**src/rtl/uart_program_loader.sv**
```systemverilog
// Serial program loader: receives 8N1 frames on rx, takes the first byte as a length
// and writes the following bytes to instruction memory while holding the CPU in reset.
module uart_program_loader #(
  parameter int unsigned UBRR  = 10415,
  parameter int unsigned DEPTH = 32,
  parameter int unsigned AW    = 5
) (
  input  logic          clk,
  input  logic          rst_n,
  input  logic          rx,
  input  logic          load,
  output logic          wr_en,
  output logic [AW-1:0] wr_addr,
  output logic [7:0]    wr_data,
  output logic          busy,
  output logic          done,
  output logic          fe,
  output logic          cpu_rst
);

  localparam int unsigned CntW = $clog2(UBRR);
  localparam logic [CntW-1:0] HalfBit = CntW'(UBRR / 2);
  localparam logic [CntW-1:0] FullBit = CntW'(UBRR - 1);
  localparam logic [AW:0]     DepthW  = (AW+1)'(DEPTH);

  typedef enum logic [2:0] {StIdle, StHunt, StStart, StData, StStop, StWrite} state_e;

  state_e          state_q, state_d;
  logic            rx_meta_q, rx_sync_q;
  logic [CntW-1:0] cnt_q, cnt_d;
  logic [2:0]      bit_q, bit_d;
  logic [7:0]      shift_q, shift_d;
  logic [AW:0]     idx_q, idx_d;
  logic [AW:0]     len_q, len_d;
  logic            have_len_q, have_len_d;
  logic            wr_en_q, wr_en_d;
  logic [AW-1:0]   wr_addr_q, wr_addr_d;
  logic [7:0]      wr_data_q, wr_data_d;
  logic            busy_q, busy_d;
  logic            done_q, done_d;
  logic            fe_q, fe_d;
  logic            cpu_rst_q, cpu_rst_d;
  logic            cnt_zero;

  assign cnt_zero = (cnt_q == '0);

  always_ff @(posedge clk or negedge rst_n) begin
    if (!rst_n) begin
      rx_meta_q  <= 1'b1;
      rx_sync_q  <= 1'b1;
      state_q    <= StIdle;
      cnt_q      <= '0;
      bit_q      <= '0;
      shift_q    <= '0;
      idx_q      <= '0;
      len_q      <= '0;
      have_len_q <= 1'b0;
      wr_en_q    <= 1'b0;
      wr_addr_q  <= '0;
      wr_data_q  <= '0;
      busy_q     <= 1'b0;
      done_q     <= 1'b0;
      fe_q       <= 1'b0;
      cpu_rst_q  <= 1'b0;
    end else begin
      rx_meta_q  <= rx;
      rx_sync_q  <= rx_meta_q;
      state_q    <= state_d;
      cnt_q      <= cnt_d;
      bit_q      <= bit_d;
      shift_q    <= shift_d;
      idx_q      <= idx_d;
      len_q      <= len_d;
      have_len_q <= have_len_d;
      wr_en_q    <= wr_en_d;
      wr_addr_q  <= wr_addr_d;
      wr_data_q  <= wr_data_d;
      busy_q     <= busy_d;
      done_q     <= done_d;
      fe_q       <= fe_d;
      cpu_rst_q  <= cpu_rst_d;
    end
  end

  always_comb begin
    state_d    = state_q;
    cnt_d      = cnt_q;
    bit_d      = bit_q;
    shift_d    = shift_q;
    idx_d      = idx_q;
    len_d      = len_q;
    have_len_d = have_len_q;
    wr_en_d    = 1'b0;
    wr_addr_d  = wr_addr_q;
    wr_data_d  = wr_data_q;
    busy_d     = busy_q;
    done_d     = done_q;
    fe_d       = fe_q;
    cpu_rst_d  = cpu_rst_q;

    if (!cnt_zero && (state_q == StStart || state_q == StData || state_q == StStop)) begin
      cnt_d = cnt_q - 1'b1;
    end

    unique case (state_q)
      StIdle: begin
        if (load) begin
          done_d     = 1'b0;
          fe_d       = 1'b0;
          busy_d     = 1'b1;
          cpu_rst_d  = 1'b1;
          idx_d      = '0;
          len_d      = '0;
          have_len_d = 1'b0;
          state_d    = StHunt;
        end
      end
      StHunt: begin
        if (!rx_sync_q) begin
          cnt_d   = HalfBit;
          state_d = StStart;
        end
      end
      StStart: begin
        if (cnt_zero) begin
          if (rx_sync_q) begin
            state_d = StHunt;
          end else begin
            cnt_d   = FullBit;
            bit_d   = '0;
            state_d = StData;
          end
        end
      end
      StData: begin
        if (cnt_zero) begin
          shift_d = {rx_sync_q, shift_q[7:1]};
          cnt_d   = FullBit;
          if (bit_q == 3'd7) begin
            state_d = StStop;
          end else begin
            bit_d = bit_q + 3'd1;
          end
        end
      end
      StStop: begin
        if (cnt_zero) begin
          if (!rx_sync_q) begin
            fe_d    = 1'b1;
            busy_d  = 1'b0;
            state_d = StIdle;
          end else begin
            // Write is issued here so wr_en appears one cycle after the stop sample.
            if (have_len_q) begin
              wr_en_d   = 1'b1;
              wr_addr_d = idx_q[AW-1:0];
              wr_data_d = shift_q;
              idx_d     = idx_q + (AW+1)'(1);
            end else begin
              have_len_d = 1'b1;
              len_d      = (shift_q == 8'd0 || 32'(shift_q) > DEPTH) ? DepthW : shift_q[AW:0];
            end
            state_d = StWrite;
          end
        end
      end
      StWrite: begin
        if (have_len_q && idx_q == len_q) begin
          done_d    = 1'b1;
          busy_d    = 1'b0;
          cpu_rst_d = 1'b0;
          state_d   = StIdle;
        end else begin
          state_d = StHunt;
        end
      end
      default: state_d = StIdle;
    endcase
  end

  assign wr_en   = wr_en_q;
  assign wr_addr = wr_addr_q;
  assign wr_data = wr_data_q;
  assign busy    = busy_q;
  assign done    = done_q;
  assign fe      = fe_q;
  assign cpu_rst = cpu_rst_q;

endmodule

```
**config.mk**
```make
export PLATFORM = sky130hd
export DESIGN_NAME = uart_program_loader
export DESIGN_NICKNAME = d
export VERILOG_FILES = /design/src/rtl/uart_program_loader.sv
export SDC_FILE = /design/constraint.sdc
export NUM_CORES = 1
export LEC_CHECK = 0
export ABC_CLOCK_PERIOD_IN_PS = 2450
export CAP_MARGIN = 20
export CORE_UTILIZATION = 52
export DETAILED_ROUTE_END_ITERATION = 7
export GPL_ROUTABILITY_DRIVEN = 0
export MAX_ROUTING_LAYER = met4
export PLACE_DENSITY = 0.77
export SLEW_MARGIN = 25
export SYNTH_ARGS = -nofsm -noshare
export SYNTH_HDL_FRONTEND = slang
export SYNTH_SLANG_ARGS = --single-unit
```
**constraint.sdc**
```tcl
create_clock -name clk -period 2.45 [get_ports clk]
set_clock_uncertainty 0.05 [all_clocks]
set_input_delay 0.49 -clock clk [delete_from_list [all_inputs] [get_ports clk]]
set_output_delay 0.49 -clock clk [all_outputs]
set_load 0.01 [all_outputs]
```
; After elaboration in Yosys (flattened, before gate mapping)
; Index checks and enable logic that the tools add are counted.
[word_totals]
latch_bits = 0
romBits = 0
mem_count = 0
ff_bits = 61
mem_bits_rw = 0
elab_cells = 113
inputBits = 4
out_inout_bits = 18
[classes]
n_eq_ne = 20
order_cmp = 1
div_mod_pow = 0
n_bitwise = 0
n_addsub = 3
n_reduce_logical = 23
n_shift = 0
mux = 50
mul = 0
[op_table]
columns = operator, count
row1 = two-way mux 14 bit, 5
row2 = two-way mux 6 bit, 8
row3 = one-hot mux 14 bit (3 select lines), 1
row4 = two-way mux 3 bit, 11
row5 = "!= test 2 bit, second input constant", 12
row6 = one-hot mux 6 bit (2 select lines), 2
row7 = AND reduction 5 bit, 4
row8 = one-hot mux 3 bit (6 select lines), 1
row9 = two-way mux 1 bit, 15
row10 = logical NOT 14 bit, 1
row11 = "subtractor 14 x 1 -> 14 bit, second input constant", 1
row12 = AND reduction 4 bit, 3
row13 = "equality test 3 bit, second input constant", 3
row14 = "greater-than comparator 8 x 6 -> 1 bit, second input constant", 1
row15 = logical NOT 8 bit, 1
row16 = one-hot mux 1 bit (2 select lines), 4
row17 = "adder 6 x 1 -> 6 bit, second input constant", 1
row18 = "equality test 3 x 2 -> 1 bit, second input constant", 2
row19 = equality test 6 bit, 1
row20 = one-hot mux 3 bit (2 select lines), 1
row21 = AND reduction 6 bit, 1
row22 = nonzero test 2 bit, 3
row23 = "adder 3 x 1 -> 3 bit, second input constant", 1
row24 = "equality test 3 x 1 -> 1 bit, second input constant", 1
row25 = other kinds (10), 13

; Longest topological paths before layout
; Gate-level depths: netlist of the first run.
[depth]
ltp_word = 8
depth_mapped = 9

; Least setup slack after synthesis of the first run
; Ideal clock, no wire load.
[synth_path]
path_type = register -> register
start = register cnt_q[0]
end = register len_q[0]
period_less_slack_ns = 2.722
setup_time_ns = 0.120
n_path_buf = 1
path_slack_ns = -0.272
arrival_ns = 2.552
stages_incl_launch_ff = 9
path_cell_list = dfrtp_1 -> inv_1 -> ha_1 -> or3b_2 -> or4_4 -> buf_6 -> a221o_1 -> and2_0 -> a31o_1
[synth_between]
elab_chain_len = 3
[synth_lines]
columns = item, line
row1 = from (decl), 30  ; logic [CntW-1:0] cnt_q, cnt_d;
row2 = from (signal assigned), 69  ; cnt_q <= cnt_d;
row3 = logical NOT 14 bit, 45  ; assign cnt_zero = (cnt_q == '0);
row4 = != test 2 bit (no source line), n/a
row5 = AND reduction 5 bit (no source line), n/a
row6 = to (signal assigned), 73  ; len_q <= len_d;
row7 = to (decl), 34  ; logic [AW:0] len_q, len_d;
; No other way between the ends.
; A chain may end at the register's enable or synchronous reset.

; Final worst setup path of the first run
[layout_path]
start = register cnt_q[6]
end = register len_q[1]
; Same word-level chain as after synthesis.

==> results.md, run 1 <==
| Stage | Item | Reported |
| --- | --- | --- |
| die | Core ar. | 5540 µm² |
| yosys | Combinational family with the most area after synthesis | simple AND/OR/NAND/NOR gates |
| clocking | Clock-pin slew on the worst setup and hold paths | 0.07 ns |
| grt | GRT Total Usage | 26.0% |
| final layout | Leading cell type in the layout, fill and taps excluded | sky130_fd_sc_hd__dfrtp_1 |
| setup path | Startpoint Class | flip-flop |
| yosys | Register bit count reported by yosys | 61 |
| die | Num rows | 27 |
| timing | Setup Viol. Count Final | 5 |
| place | I/O Buffers | 21 |
| run status | Violated checks | setup timing |
| power and ir drop | Clock network fraction of design power | 34.6% |
| timing | Setup repair after global routing missed its margin | yes |
| timing | Fin. Hold Viols | 0 |
| setup path | Reg2Reg Depth | 5 |
| clocking | CTS tree | done |
| grt | Number of global-route vias before repair | 2448 |
| yosys | Fraction of registers with async set or reset after synthesis | 100% |
| timing | Slew HR | 55.1% |
| clocking | Hold buffer count at CTS | 0 |
| routing | Initial DRC Count | 219 |
| timing | Final setup margin | -0.0201 ns |
| clocking | Max Root-Sink Buffers | 2 |
| grt | Largest net degree at the start of global routing | 41 |
| timing | Summed negative setup slack over all endpoints | -0.0573 ns |
| yosys | Post-Synthesis Cell Area | 3020 µm² |
| power and ir drop | Comb power frac | 25.9% |
| final layout | Number of filler instances in the final layout | 413 |
| yosys | Net Count, Synth | 285 |
| place | Dpl hpwl | 4620 µm |
| power and ir drop | Portion of total power attributed to sequential cells | 39.6% |
| grt | Grt total ovfl | 0 |
| timing | Fmax | 405 MHz |
| routing | Remaining DRCs | 0 |
| routing | Via count | 2439 |
| power and ir drop | Power spent charging and discharging nets | 957 µW |
| final layout | Layout Utilization | 71.0% |
| final layout | Final net count | 345 |
| setup path | Data arrival, critical path | 2.65 ns |
| yosys | Warning count from the yosys run | 0 |
| setup path | R2R Setup Slk | -0.02 ns |
| yosys | Main synth FF type | sky130_fd_sc_hd__dfrtp_1 |
| setup path | Critical path's slowest cell | sky130_fd_sc_hd__or4_4 |
| clocking | Count of clock tree sinks | 61 |
| clocking | Clock insertion delay at the later pin of the skew report | 0.35 ns |
| grt | Initial antenna violation count | 0 |
| final layout | Number of diodes added for antenna fixing | 0 |
| setup path | Cell chain of the critical path | or4_4 > or4_4 > a221o_1 > and2_1 > a31o_1 |
| routing | Detailed-router iteration count before antenna repair | 4 |
| die | Area of the die | 6110 µm² |
| final layout | Area taken by multi-input logic gates | 1510 µm² |
| yosys | Arithmetic-cell share of the synthesized area counting full adders, half adders and majority gates | 1.66% |
| die | Starting density of the core | 54.4% |
| grt | Global-route wire length before repair | 11800 µm |
| setup path | Critical path class | reg -> reg |
| yosys | Xor/xnor cell area share of the yosys netlist | 5.23% |
| power and ir drop | Static leakage | 0.00174 µW |
| yosys | Simple-gate portion of the synthesized area | 18.7% |
| power and ir drop | Switch share | 29.8% |
| die | Count of boundary I/O pins | 22 |
| yosys | Part of the Yosys area used for sequential elements | 50.7% |
| setup path | RR Startpoint | cnt_q[6]$_DFF_PN0_ |
| setup path | Biggest fanout along the worst timing path | 7 |
| timing | Shortest clock period the worst path allows after layout | 2.47 ns |
| clocking | CTS Root Buffer Type | sky130_fd_sc_hd__clkbuf_8 |
| routing | Aggregate routed wire length | 7050 µm |
| power and ir drop | Pwr Total | 3210 µW |
| power and ir drop | Power density of the placed cells | 816 nW/µm² |
| routing | Detail-routed via count per cell | 5.89 |
| yosys | Number of synthesized flops with an enable pin | 0 |
| die | Height of the die | 78.2 µm |
| timing | Final period util | 101% |
| power and ir drop | Power Internal | 2250 µW |
| yosys | Syn Area/Cell | 10.9 µm² |
| yosys | Netlist cell types | 53 |
| yosys | Multiplexer share of the synthesized area | 9.21% |
| setup path | End of the worst register-to-register path | len_q[1]$_DFFE_PN0P_ |
| final layout | Area growth, synth to finish | 30.3% |
| setup path | Endpoint type of the worst setup path | flip-flop |
| run status | Outcome | finished, violations left |
| timing | Transition time at the pin with the least slew margin | 0.665 ns |
| final layout | Share of layout cells above drive strength 1 | 28.7% |
| setup path | Worst path most repeated cell | sky130_fd_sc_hd__or4_4 |
| die | Floorplan die width | 78.2 µm |
| setup path | Required time at the endpoint of the critical path | 2.63 ns |
| power and ir drop | Worst-case vdd ir drop | 0.684 mV |
| final layout | Storage element area | 1530 µm² |
| clocking | Level count of the clock H-tree | 3 |
| routing | ANT nets after route | 0 |
| hold path | Kind of path behind the tightest hold check | in -> async |
| final layout | Highest-count cells in the layout ignoring fill and taps | sky130_fd_sc_hd__dfrtp_1, sky130_fd_sc_hd__buf_4, sky130_fd_sc_hd__nor2_1 |
| run | Max-capacitance violation count | 0 |
| routing | Post-detailed-route wirelength per cell | 17.0 µm |
| yosys | Count of mapped cells out of synthesis | 277 |
| setup path | Peak per-stage delay on the critical path | 0.59 ns |
| clocking | Number of buffers inserted during clock tree synthesis | 9 |
| timing | Total count of max-transition violations in the final report | 0 |
| yosys | Fraction of the mapped netlist area in compound gates | 11.7% |
## power by group through the flow
stage / clock (µW) / combinational, µW / sequential (µW)
2_1_floorplan: 0 / 445 / 1290
3_3_place_gp: 0 / 768 / 1270
3_5_place_dp: 0 / 797 / 1280
4_1_cts: 1130 / 814 / 1270
5_1_grt: 1180 / 913 / 1290
6_report: 1110 / 830 / 1270
## stage by stage
stage | area (µm²) | instances | setup WS, ns | hold WS (ns)
floorplan | 3050 | 277 | -0.0867 | 0.144
global placement | 3540 | 391 | -0.0282 | 0.297
detailed placement | 3540 | 391 | -0.0842 | 0.298
CTS | 3880 | 411 | -0.0323 | 0.0617
global route | 3930 | 414 | -0.0904 | 0.0798
finish | 3930 | 414 | -0.0201 | 0.0555
## per-layer routing
layer / up-vias / GRT usage, % / part of all wire [%]
li1: 1131 / - / -
met1: 1223 / 32.0 / 43
met2: 68 / 41.7 / 50
met3: 17 / 6.28 / 5.0
met4: 0 / 10.2 / 2.1
met5: - / - / 0
## worst max-delay path, delay by kind of cell (launching register included)
kind / cells / cell delay (ns)
and+or+nand+nor: 3 / 1.32
AOI/OAI and AO/OA: 2 / 0.62
DFF: 1 / 0.38
## what timing repair did
| action | 4_1_cts | 5_1_grt |
|---|---|---|
| setup buffers | 4 | 3 |
| resized for setup | 12 | 11 |
| pin swaps | 4 | 10 |
| endpoints found under the setup margin | 8 | 27 |
## cell type report
cell class                 count  share of cell area [%]
timing repair buffer          59                    13.2
multi-input combinational    197                    38.5
tap                           72                    2.29
sequential                    61                    38.9
clock inverter                 7                    3.09
clock buffer                   9                    3.15
inverter                       9                   0.859
## worst max-delay path by stage
stage | slack (ns) | start | endpoint | cells past startpoint
after floorplan | -0.09 | cnt_q[0]$_DFF_PN0_ | len_q[3]$_DFFE_PN0P_ | 8
final | -0.02 | cnt_q[6]$_DFF_PN0_ | len_q[1]$_DFFE_PN0P_ | 5
after global placement | -0.03 | cnt_q[1]$_DFF_PN0_ | len_q[4]$_DFFE_PN0P_ | 7
after detailed placement | -0.08 | cnt_q[1]$_DFF_PN0_ | len_q[0]$_DFFE_PN0P_ | 7
after global routing | -0.09 | cnt_q[1]$_DFF_PN0_ | len_q[0]$_DFFE_PN0P_ | 7
after CTS | -0.03 | cnt_q[6]$_DFF_PN0_ | shift_q[6]$_DFFE_PN0P_ | 6
## flip-flops by register name (all words and copies together) (netlist names)
| name | cells |
|---|---|
| rx_meta_q | 1 |
| len_q | 6 |
| wr_data | 8 |
| bit_q | 3 |
| busy | 1 |
| rx_sync_q | 1 |
| shift_q | 8 |
| wr_en | 1 |
| fe | 1 |
| done | 1 |
| state_q | 3 |
| cnt_q | 14 |
| cpu_rst | 1 |
| wr_addr | 5 |
| idx_q | 6 |
| have_len_q | 1 |
## cells in the mapped netlist (all sizes together) (3+ instances only)
master   number  area [µm²]
mux2i         3        30.0
a21oi         7        35.0
and2          6        37.5
mux2         22         248
o21ai        11        55.1
or4           4        33.8
buf           4        31.3
nor2         25        93.8
clkbuf        6        22.5
a2111oi       3        45.0
ha            4        50.1
nand2b        5        31.3
nand3         9        45.0
nand4         3        18.8
a31o          5        43.8
nand2        20        75.1
nor3          9        56.3
o211ai        3        22.5
nor4          8        65.1
inv           9        33.8
dfrtp        59        1480
xnor2        14         123
xor2          4        35.0
## cells by family after synthesis
kind of cell / Yosys count
compound gates: 47
mux: 25
flops: 61
fa+ha+maj: 4
xor+xnor: 18
buf+inv: 19
simple gates: 103
Note: power is estimated with default switching activity, not from simulation.
==> inputs of run 2 (changes only) <==
--- a/config.mk
+++ b/config.mk
@@ -7,11 +7,12 @@
 export LEC_CHECK = 0
 export ABC_CLOCK_PERIOD_IN_PS = 2450
 export CAP_MARGIN = 20
-export CORE_UTILIZATION = 52
+export CORE_UTILIZATION = 55
+export CTS_BUF_LIST = sky130_fd_sc_hd__clkbuf_8
 export DETAILED_ROUTE_END_ITERATION = 7
 export GPL_ROUTABILITY_DRIVEN = 0
 export MAX_ROUTING_LAYER = met4
-export PLACE_DENSITY = 0.77
+export PLACE_DENSITY = 0.8
 export SLEW_MARGIN = 25
 export SYNTH_ARGS = -nofsm -noshare
 export SYNTH_HDL_FRONTEND = slang
==> run 2 against run 1 <==
Effect of this change: the run still ends with setup timing left; routed wire length is 2.5% higher; clock power is 9% lower; highest routed layer unchanged; final cell count is 1.2% lower; critical path type unchanged; hold slack worse by 0.047 ns; first-iteration DRC count is 44% higher.
==> results.md, run 2 (synthesis gave the netlist of run 1 again) <==
| Stage | Item | Reported | Change |
| --- | --- | --- | --- |
| routing | Via count | 2471 | was 2439 |
| timing | Setup repair after global routing missed its margin | yes | unchanged |
| run | Max-capacitance violation count | 0 | unchanged |
| routing | ANT nets after route | 0 | unchanged |
| power and ir drop | Comb power frac | 26.1% | was 25.9% |
| grt | Grt total ovfl | 0 | unchanged |
| die | Core ar. | 5200 µm² | was 5540 µm² |
| setup path | Data arrival, critical path | 2.71 ns | was 2.65 ns |
| final layout | Final net count | 342 | was 345 |
| setup path | Endpoint type of the worst setup path | flip-flop | unchanged |
| setup path | Biggest fanout along the worst timing path | 8 | was 7 |
| setup path | Required time at the endpoint of the critical path | 2.62 ns | was 2.63 ns |
| final layout | Number of diodes added for antenna fixing | 0 | unchanged |
| timing | Final-layout worst hold slack | 0.00820 ns | was 0.0555 ns |
| power and ir drop | Switch share | 30.1% | was 29.8% |
| clocking | Clock-pin slew on the worst setup and hold paths | 0.07 ns | about the same |
| clocking | Level count of the clock H-tree | 3 | unchanged |
| die | Num rows | 26 | was 27 |
| clocking | Max Root-Sink Buffers | 2 | unchanged |
| routing | Routed wire length on met2 | 3560 µm | was 3490 µm |
| final layout | Final cell count without fillers | 409 | was 414 |
| clocking | Number of buffers inserted during clock tree synthesis | 9 | unchanged |
| die | Height of the die | 76.1 µm | was 78.2 µm |
| grt | GRT Total Usage | 26.9% | was 26.0% |
| routing | Post-Route M1 WL | 3100 µm | was 3060 µm |
| clocking | Count of clock tree sinks | 61 | unchanged |
| routing | Detail-routed via count per cell | 6.04 | was 5.89 |
| power and ir drop | Power Internal | 2160 µW | was 2250 µW |
| clocking | CTS Root Buffer Type | sky130_fd_sc_hd__clkbuf_8 | unchanged |
| power and ir drop | Portion of total power attributed to sequential cells | 41.1% | was 39.6% |
| routing | Detailed route wirelength on metal3 | 400 µm | was 350 µm |
| place | Placed cells | 389 | was 391 |
| routing | Post-detailed-route wirelength per cell | 17.7 µm | was 17.0 µm |
| routing | Aggregate routed wire length | 7230 µm | was 7050 µm |
| setup path | Critical path class | reg -> reg | unchanged |
| clocking | Clock insertion delay at the later pin of the skew report | 0.34 ns | was 0.35 ns |
| run status | Violated checks | setup timing | unchanged |
| power and ir drop | Static leakage | 0.00171 µW | was 0.00174 µW |
| routing | Initial DRC Count | 316 | was 219 |
| final layout | Flip-flop count of the largest register after layout | 14 | unchanged |
| final layout | Register with the most flip-flops | cnt_q | unchanged |
| timing | Slew HR | 38.9% | was 55.1% |
| final layout | Share of layout cells above drive strength 1 | 28.6% | was 28.7% |
| final layout | Leading cell type in the layout, fill and taps excluded | sky130_fd_sc_hd__dfrtp_1 | unchanged |
| final layout | Area growth, synth to finish | 28.0% | was 30.3% |
| power and ir drop | Power density of the placed cells | 800 nW/µm² | was 816 nW/µm² |
| timing | Final period util | 104% | was 101% |
| grt | Largest net degree at the start of global routing | 26 | was 41 |
| die | Starting density of the core | 58.0% | was 54.4% |
| timing | Setup Viol. Count Final | 15 | was 5 |
| final layout | Number of filler instances in the final layout | 351 | was 413 |
| power and ir drop | Clock network fraction of design power | 32.8% | was 34.6% |
| die | Count of boundary I/O pins | 22 | unchanged |
| clocking | Hold buffer count at CTS | 0 | unchanged |
| place | I/O Buffers | 21 | unchanged |
| place | Dpl hpwl | 4750 µm | was 4620 µm |
| timing | Fmax | 394 MHz | was 405 MHz |
| die | Floorplan die width | 76.1 µm | was 78.2 µm |
| timing | Total count of max-transition violations in the final report | 0 | unchanged |
| timing | Final setup margin | -0.0859 ns | was -0.0201 ns |
| grt | Global-route wire length before repair | 11700 µm | was 11800 µm |
| power and ir drop | Power spent charging and discharging nets | 930 µW | was 957 µW |
| clocking | CTS tree | done | unchanged |
| grt | Number of global-route vias before repair | 2439 | was 2448 |
| setup path | Startpoint Class | flip-flop | unchanged |
| routing | Highest metal layer used by the detailed router | met4 | unchanged |
| grt | Initial antenna violation count | 0 | unchanged |
| routing | Remaining DRCs | 0 | unchanged |
| run status | Outcome | finished, violations left | unchanged |
| timing | Fin. Hold Viols | 0 | unchanged |
| routing | Detailed-router iteration count before antenna repair | 5 | was 4 |
| hold path | Kind of path behind the tightest hold check | in -> async | unchanged |
| power and ir drop | Worst-case vdd ir drop | 0.426 mV | was 0.684 mV |
| final layout | Highest-count cells in the layout ignoring fill and taps | sky130_fd_sc_hd__dfrtp_1, sky130_fd_sc_hd__buf_4, sky130_fd_sc_hd__nor2_1 | unchanged |
| timing | Transition time at the pin with the least slew margin | 0.908 ns | was 0.665 ns |
| timing | Shortest clock period the worst path allows after layout | 2.54 ns | was 2.47 ns |
| die | Area of the die | 5790 µm² | was 6110 µm² |
-- run 2: per-layer routing --
layer	up-vias	GRT usage, %
met5	-	-
met4	0	9.42
met3	19	6.59
met2	99	43.5
met1	1223	33.1
li1	1130	-
-- run 2: repair_timing --
| item | 4_1_cts | 5_1_grt |
|---|---|---|
| buffers inserted | 1 | 3 |
| resized for setup | 4 | 20 |
| pin swaps | 1 | 9 |
| setup endpoints to repair | 21 | 32 |
-- run 2: critical path, stage by stage (launching register included) --
cell and delay (ns):
sky130_fd_sc_hd__dfrtp_1 0.39, sky130_fd_sc_hd__or4_4 0.55, sky130_fd_sc_hd__or4_4 0.59, sky130_fd_sc_hd__buf_6 0.15, sky130_fd_sc_hd__nor3_4 0.21, sky130_fd_sc_hd__buf_12 0.17, sky130_fd_sc_hd__mux2_4 0.30
-- run 2: path summary, 6_finish.rpt --
path	start	endpoint	slack, ns	depth (start not counted)
worst max-delay path	cnt_q[8]$_DFF_PN0_	shift_q[5]$_DFFE_PN0P_	-0.09	6
worst min-delay path	rst_n	cnt_q[2]$_DFF_PN0_	0.008	1
worst max register to register	cnt_q[8]$_DFF_PN0_	shift_q[5]$_DFFE_PN0P_	-0.09	6
worst min register to register	rx_meta_q$_DFF_PN1_	rx_sync_q$_DFF_PN1_	0.31	0
max in group asynchronous	rst_n	idx_q[5]$_DFFE_PN0P_	1.68	2
min in group clk	rx_meta_q$_DFF_PN1_	rx_sync_q$_DFF_PN1_	0.31	0
-- run 2: power groups by stage --
stage                     registers [µW]  logic [µW]  clock network [µW]
after floorplan                     1290         445                   0
after global placement              1270         747                   0
after detailed placement            1280         771                   0
after CTS                           1260         781                1030
after global routing                1290         885                1070
final                               1270         806                1010
-- run 2: metrics by stage --
| stage | util, % | instance area, µm² | total power [µW] | TNS [ns] | setup WS, ns |
|---|---|---|---|---|---|
| detailed placement | 67.8 | 3530 | 2050 | -0.750 | -0.102 |
| CTS | 72.3 | 3760 | 3070 | -0.241 | -0.0540 |
| finish | 74.2 | 3860 | 3090 | -0.884 | -0.0859 |
| global placement | 67.8 | 3530 | 2020 | -0.379 | -0.0608 |
| global route | 74.2 | 3860 | 3250 | -1.73 | -0.119 |
| floorplan | - | 3050 | 1730 | -0.922 | -0.0867 |
-- run 2: final cells by class --
| type | instances | area [µm²] | area share, % |
|---|---|---|---|
| sequential | 61 | 1530 | 39.6 |
| multi-input combinational | 197 | 1500 | 39.0 |
| timing repair buffer | 56 | 482 | 12.5 |
| clock buffer | 10 | 138 | 3.57 |
| tap | 70 | 87.6 | 2.27 |
| clock inverter | 6 | 86.3 | 2.24 |
| inverter | 9 | 33.8 | 0.875 |
==> inputs of run 3 (changes only) <==
--- a/config.mk
+++ b/config.mk
@@ -10,7 +10,6 @@
 export CORE_UTILIZATION = 55
 export CTS_BUF_LIST = sky130_fd_sc_hd__clkbuf_8
 export DETAILED_ROUTE_END_ITERATION = 7
-export GPL_ROUTABILITY_DRIVEN = 0
 export MAX_ROUTING_LAYER = met4
 export PLACE_DENSITY = 0.8
 export SLEW_MARGIN = 25
==> results of run 3 <==
The final DEF is identical to that of run 2; final timing and power are the same.
